===== src/rtl/alu_op_sequencer_if.sv =====
// Request/response bundle for alu_op_sequencer.
//   master : requester/consumer side (drives in_valid, op, a, b, out_ready)
//   slave  : sequencer side (drives in_ready, out_valid, result, flags, busy)
// Signals:
//   in_valid/in_ready   request handshake, op[2:0], a[N-1:0], b[N-1:0]
//   out_valid/out_ready result handshake, result[N-1:0], flag_zero, flag_msb
//   busy                sequencer is in BUSY or DONE
interface alu_op_sequencer_if #(
   parameter int N = 4
);
   logic         in_valid;
   logic         in_ready;
   logic [2:0]   op;
   logic [N-1:0] a;
   logic [N-1:0] b;
   logic         out_valid;
   logic         out_ready;
   logic [N-1:0] result;
   logic         flag_zero;
   logic         flag_msb;
   logic         busy;

   modport master (
      output in_valid, op, a, b, out_ready,
      input  in_ready, out_valid, result, flag_zero, flag_msb, busy
   );

   modport slave (
      input  in_valid, op, a, b, out_ready,
      output in_ready, out_valid, result, flag_zero, flag_msb, busy
   );
endinterface


===== src/rtl/alu_op_sequencer.sv =====
// alu_op_sequencer: valid/ready wrapper around an N-bit logic/shift unit.
// Logic ops (AND/OR/XOR, reserved 110/111 = AND) finish in one BUSY cycle;
// SRL/SLL/ROR shift one position per BUSY cycle, amount = b[SW-1:0].
// The result is held in DONE with zero/MSB flags until out_ready.
// Ports:
//   clk    rising-edge system clock
//   rst_n  asynchronous active-low reset
//   bus    alu_op_sequencer_if slave modport (request, result, status)
module alu_op_sequencer #(
   parameter int N  = 4,
   parameter int SW = $clog2(N)
) (
   input logic              clk,
   input logic              rst_n,
   alu_op_sequencer_if.slave bus
);

   typedef enum logic [1:0] {
      IDLE = 2'd0,
      BUSY = 2'd1,
      DONE = 2'd2
   } state_t;

   localparam logic [2:0] OP_AND = 3'b000;
   localparam logic [2:0] OP_OR  = 3'b001;
   localparam logic [2:0] OP_XOR = 3'b010;
   localparam logic [2:0] OP_SRL = 3'b011;
   localparam logic [2:0] OP_SLL = 3'b100;
   localparam logic [2:0] OP_ROR = 3'b101;

   state_t        state, state_nxt;
   logic [2:0]    op_q, op_nxt;
   logic [N-1:0]  b_q, b_nxt;
   logic [N-1:0]  acc, acc_nxt;
   logic [SW-1:0] cnt, cnt_nxt;

   always_ff @(posedge clk or negedge rst_n) begin
      if (!rst_n) begin
         state <= IDLE;
         op_q  <= '0;
         b_q   <= '0;
         acc   <= '0;
         cnt   <= '0;
      end else begin
         state <= state_nxt;
         op_q  <= op_nxt;
         b_q   <= b_nxt;
         acc   <= acc_nxt;
         cnt   <= cnt_nxt;
      end
   end

   always_comb begin
      state_nxt = state;
      op_nxt    = op_q;
      b_nxt     = b_q;
      acc_nxt   = acc;
      cnt_nxt   = cnt;
      case (state)
         IDLE: begin
            if (bus.in_valid) begin
               op_nxt    = bus.op;
               b_nxt     = bus.b;
               acc_nxt   = bus.a;
               cnt_nxt   = bus.b[SW-1:0];
               state_nxt = BUSY;
            end
         end
         BUSY: begin
            case (op_q)
               OP_SRL, OP_SLL, OP_ROR: begin
                  // Remaining count of zero means acc already holds the answer.
                  if (cnt == '0) begin
                     state_nxt = DONE;
                  end else begin
                     cnt_nxt = cnt - 1'b1;
                     case (op_q)
                        OP_SRL:  acc_nxt = {1'b0, acc[N-1:1]};
                        OP_SLL:  acc_nxt = {acc[N-2:0], 1'b0};
                        default: acc_nxt = {acc[0], acc[N-1:1]};
                     endcase
                  end
               end
               OP_OR: begin
                  acc_nxt   = acc | b_q;
                  state_nxt = DONE;
               end
               OP_XOR: begin
                  acc_nxt   = acc ^ b_q;
                  state_nxt = DONE;
               end
               default: begin
                  // OP_AND and the reserved encodings 110/111
                  acc_nxt   = acc & b_q;
                  state_nxt = DONE;
               end
            endcase
         end
         DONE: begin
            if (bus.out_ready) begin
               state_nxt = IDLE;
            end
         end
         default: state_nxt = IDLE;
      endcase
   end

   // acc only changes in BUSY/IDLE-accept, so result and flags are stable in DONE.
   assign bus.in_ready  = (state == IDLE);
   assign bus.out_valid = (state == DONE);
   assign bus.busy      = (state != IDLE);
   assign bus.result    = acc;
   assign bus.flag_zero = (acc == '0);
   assign bus.flag_msb  = acc[N-1];

endmodule

===== src/flat_wrapper.sv =====
// flat-port wrapper written by rule: the top's interface ports become plain ports
module alu_op_sequencer_flat 
#(
   parameter int N  = 4,
   parameter int SW = $clog2(N)
)
  (clk, rst_n, bus_in_valid, bus_op, bus_a, bus_b, bus_out_ready, bus_in_ready, bus_out_valid, bus_result, bus_flag_zero, bus_flag_msb, bus_busy);
  alu_op_sequencer_if #(.N(N)) bus_i ();
  input logic clk;
  input logic rst_n;
  input wire logic [$bits(bus_i.in_valid)-1:0] bus_in_valid;
  input wire logic [$bits(bus_i.op)-1:0] bus_op;
  input wire logic [$bits(bus_i.a)-1:0] bus_a;
  input wire logic [$bits(bus_i.b)-1:0] bus_b;
  input wire logic [$bits(bus_i.out_ready)-1:0] bus_out_ready;
  output wire logic [$bits(bus_i.in_ready)-1:0] bus_in_ready;
  output wire logic [$bits(bus_i.out_valid)-1:0] bus_out_valid;
  output wire logic [$bits(bus_i.result)-1:0] bus_result;
  output wire logic [$bits(bus_i.flag_zero)-1:0] bus_flag_zero;
  output wire logic [$bits(bus_i.flag_msb)-1:0] bus_flag_msb;
  output wire logic [$bits(bus_i.busy)-1:0] bus_busy;
  assign bus_i.in_valid = bus_in_valid;
  assign bus_i.op = bus_op;
  assign bus_i.a = bus_a;
  assign bus_i.b = bus_b;
  assign bus_i.out_ready = bus_out_ready;
  assign bus_in_ready = bus_i.in_ready;
  assign bus_out_valid = bus_i.out_valid;
  assign bus_result = bus_i.result;
  assign bus_flag_zero = bus_i.flag_zero;
  assign bus_flag_msb = bus_i.flag_msb;
  assign bus_busy = bus_i.busy;
  alu_op_sequencer #(.N(N), .SW(SW)) u_core (.clk(clk), .rst_n(rst_n), .bus(bus_i));
endmodule

===== config.mk =====
export PLATFORM = sky130hd
export DESIGN_NAME = alu_op_sequencer_flat
export DESIGN_NICKNAME = d
export VERILOG_FILES = /design/src/rtl/alu_op_sequencer_if.sv /design/src/rtl/alu_op_sequencer.sv /design/src/flat_wrapper.sv
export SDC_FILE = /design/constraint.sdc
export NUM_CORES = 1
export LEC_CHECK = 0
export ABC_AREA = 1
export CORE_UTILIZATION = 45
export CTS_CLUSTER_SIZE = 28
export DETAILED_ROUTE_END_ITERATION = 10
export PLACE_DENSITY_LB_ADDON = 0.25
export SYNTH_ARGS = -nofsm -noshare
export SYNTH_HDL_FRONTEND = slang
export SYNTH_SLANG_ARGS = --single-unit

===== constraint.sdc =====
create_clock -name clk -period 4.4 [get_ports clk]
set_clock_uncertainty 0.15 [all_clocks]
set_input_delay 0.66 -clock clk [delete_from_list [all_inputs] [get_ports clk]]
set_output_delay 0.66 -clock clk [all_outputs]
set_load 0.01 [all_outputs]

# Word level (Yosys, flattened, before mapping)
# Cells that the tools add are included.
# totals
reg_bits	15
out_inout_bits	9
word_cells	46
# classes
addsub	1
eq_ne	13
mux	14
bitwise_logic	3
reduce_logical	10
# ops
op	n
one-hot mux 4 bit (2 select lines)	2
two-way mux 2 bit	7
one-hot mux 4 bit (3 select lines)	1
two-way mux 4 bit	2
equality test 3 x 2 -> 1 bit, second input constant	2
equality test 3 bit, second input constant	2
inequality test 2 bit, second input constant	3
one-hot mux 2 bit (3 select lines)	1
AND reduction 3 bit	2
AND 4 bit	1
zero test 2 bit	2
zero test 4 bit	1
bitwise OR 4 bit	1
one-hot mux 2 bit (2 select lines)	1
AND reduction 4 bit	1
nonzero test 2 bit	2
XOR 4 bit	1
equality test 3 x 1 -> 1 bit, second input constant	1
inequality test 3 x 2 -> 1 bit, second input constant	1
inequality test 3 bit, second input constant	1
OR reduction 3 bit	1
equality test 2 x 1 -> 1 bit, second input constant	1
equality test 2 bit, second input constant	1
inequality test 2 x 1 -> 1 bit, second input constant	1
other kinds (2)	2

# Depth between registers and ports, before layout
# depth
ltp_word	5
ltp_mapped	9

# Least setup slack after synthesis
# Ideal clock, no wire load.
# synth_timing
path_type	reg2out
startpoint	register u_core.acc[2], in the netlist u_core.bus.result[2]
endpoint	output port bus_flag_zero
arrival_time_ps	924
t_required_ps	3590
setup_slack_ps	2666
path_stages_with_launch	2
n_path_buf	0
path_cell_list	dfrtp_1 > nor4_1
# synth_via
elab_chain_cells	1
# synth_lines
element	line_no	text
start, declared	alu_op_sequencer.sv:34	logic [N-1:0] acc, acc_nxt;
start signal, assigned	alu_op_sequencer.sv:48	acc <= acc_nxt;
zero test 4 bit	alu_op_sequencer.sv:113	assign bus.flag_zero = (acc == '0);
end, declared	flat_wrapper.sv:19	output wire logic [$bits(bus_i.flag_zero)-1:0] bus_flag_zero;
# No other way between the ends.

# Worst setup path after layout
# Ends and elaborated chain as after synthesis.

==> metrics.txt <==
status=complete, no violations; vias per inst=4.93; CP required=3590 ps; FF-to-FF path depth=5; fraction of registers with async set/reset=1.00; vias in the first global route=975; most frequent cell after synthesis=nor2_1; CTS clock-pin slew for the worst setup and hold paths=100 ps; CP Class=register to primary output; Area contributors post-synth=dfrtp_1 (34%), nor2_1 (12%), ha_1 (10%); crit path launch type=register; most frequent cells after synthesis=nor2_1 (37), nand2_1 (27), inv_1 (25), dfrtp_1 (15); hold-fix buffer count after cts=0; first-pass GRT wire length=4.17 mm; worst reg-to-reg setup slack=2770 ps; FF-to-FF Start=u_core.state[1]$_DFFE_PN0P_; Max IR drop VDD=0.415 mV; Setup Buffers After CTS=0; Peak Freq=0.402 GHz; crit path capture type=primary output; Initial Utilization=0.489; Synth Flop Type=dfrtp_1; setup TNS=0 ps; ANT nets after route=0; overflow left after global routing=0; worst min path class=register to register; Routed wire per std cell=11.0 um; Clock Path Buffers=2; Max Cap Viol=0; Synth Register Bits=15; die width=51.7 um; Post-Syn Area=0.00111 mm^2; Synth Warn #=0; Syn Nets=186; share of cells above drive strength 1=0.0909; fin nets=212; Leak=0.710 nW; post-synthesis cell count=162; num ports=24; EDFF count, synth=0; gr usage total=0.214; clk_lat worst skew=290 ps; sequential area share after synthesis=0.337; vias=1,059; clock root buffer=clkbuf_4; highest net fanout along the worst path=7; Final Instance Area=0.00140 mm^2; Pre-Repair DR Iteration Count=4; Rows=17; post-synth top area share=0.337; Placer Congestion=0.850; Hold Crit Start=u_core.cnt[1]$_DFFE_PN0P_; Area Growth Syn to Fin=25.4%; post-CTS resize count=0; placed cell areas=0.00137 mm^2; dpl hpwl=1.90 mm; n_diodes=0; Tcrit/Tclk final=0.565; H-tree depth=1; CTS Buf Count=3; DRC=0; PortBufs=23; Critical Path AT=1680 ps; DR iter-0 viols=27; RSZ-0062 raised after global routing=false; initial antenna violation count=0; relative slew slack=0.547; Final setup viols=0; die height=51.7 um; final wirelength=2.37 mm; Yosys top cell by area=dfrtp_1; Final Hold Fails=0; TritonCTS clock tree=built; largest net degree at the start of global routing=16; CP Capture Point=bus_flag_zero; FF-to-FF End=u_core.cnt[1]$_DFFE_PN0P_; Unique masters post-synth=23; clock sinks=15; PD cells=714 mW/mm^2; Die Footprint=0.00267 mm^2; core box area=0.00228 mm^2; Avg Inst Size Synth=6.87 um^2; Slew Limit Fails=0; CP startpoint=u_core.bus.result[2]$_DFFE_PN0P_; Slew @ Worst Pin=677 ps; fin crit period=2490 ps
-- kinds of logic after synthesis --
family                     Yosys count  share of synthesized area
and+or+nand+nor                     88                      0.353
buffers and inverters               32                      0.115
AOI/OAI and AO/OA                   18                     0.0934
DFF                                 15                      0.337
adders and majority gates            9                      0.101
-- cell usage in the layout (no fill, tap or decap), types with 2 or more instances in the layout --
cell type and instances:
nand4_1 2, o21ai_0 2, ha_1 9, nand3_1 12, nor2_1 37, inv_1 25, nand2_1 27, o21ai_1 2
inv_2 4, a21oi_1 12, clkbuf_4 3, nand3_2 2, clkdlybuf4s50_1 23, nand2_2 3, dfrtp_1 15
-- metal layers --
metal,GRT usage,wire length (um),up-vias
li1,-,-,555
met3,0.0614,152,2
met1,0.263,997,477
met2,0.370,1200,25
met5,0,0,-
met4,0.0405,14,0
-- registers in the layout, summed over array words and instances, names as in the netlist --
name / flops
u_core.b_q: 4
u_core.bus.result: 4
u_core.op_q: 3
u_core.cnt: 2
u_core.state: 2
-- worst min-delay path by stage --
stage,to,slack (ps),depth (start not counted)
after floorplan,u_core.b_q[0]$_DFFE_PN0P_,210,0
after global placement,u_core.cnt[1]$_DFFE_PN0P_,350,2
after detailed placement,u_core.cnt[1]$_DFFE_PN0P_,380,2
after CTS,u_core.cnt[1]$_DFFE_PN0P_,400,2
after global routing,u_core.cnt[1]$_DFFE_PN0P_,420,2
final,u_core.cnt[1]$_DFFE_PN0P_,390,2
-- where the power goes --
group	total, W	leakage (nW)	switching (W)	internal [W]
registers	0.000289	0.172	0.0000832	0.000206
clock network	0.0000851	0.0139	0.0000505	0.0000346
logic	0.000621	0.524	0.000365	0.000257
-- layout make-up --
type                    count  area, um^2
repair buffers             23         230
well taps                  28        35.0
inverters                  30         115
clock buffers               3        22.5
clock inverters             1        7.51
flip-flops and latches     15         375
fillers                   226         881
multi-input cells         115         609
-- metrics by stage --
stage | utilization | power, W | setup WS [ps] | hold WS [ps] | cells
2_1_floorplan | - | 0.000718 | 2670 | 214 | 162
3_3_place_gp | 0.600 | 0.000894 | 2250 | 351 | 211
3_5_place_dp | 0.600 | 0.000919 | 2220 | 383 | 211
4_1_cts | 0.613 | 0.00101 | 1900 | 401 | 215
5_1_grt | 0.613 | 0.00112 | 1820 | 420 | 215
6_report | 0.613 | 0.000996 | 1910 | 391 | 215
-- critical path, stage by stage, from the launching register on --
cell             delay [ps]
dfrtp_1                 460
nor4_1                  330
clkdlybuf4s50_1         590
No activity file was read; power rests on OpenSTA's default activity.
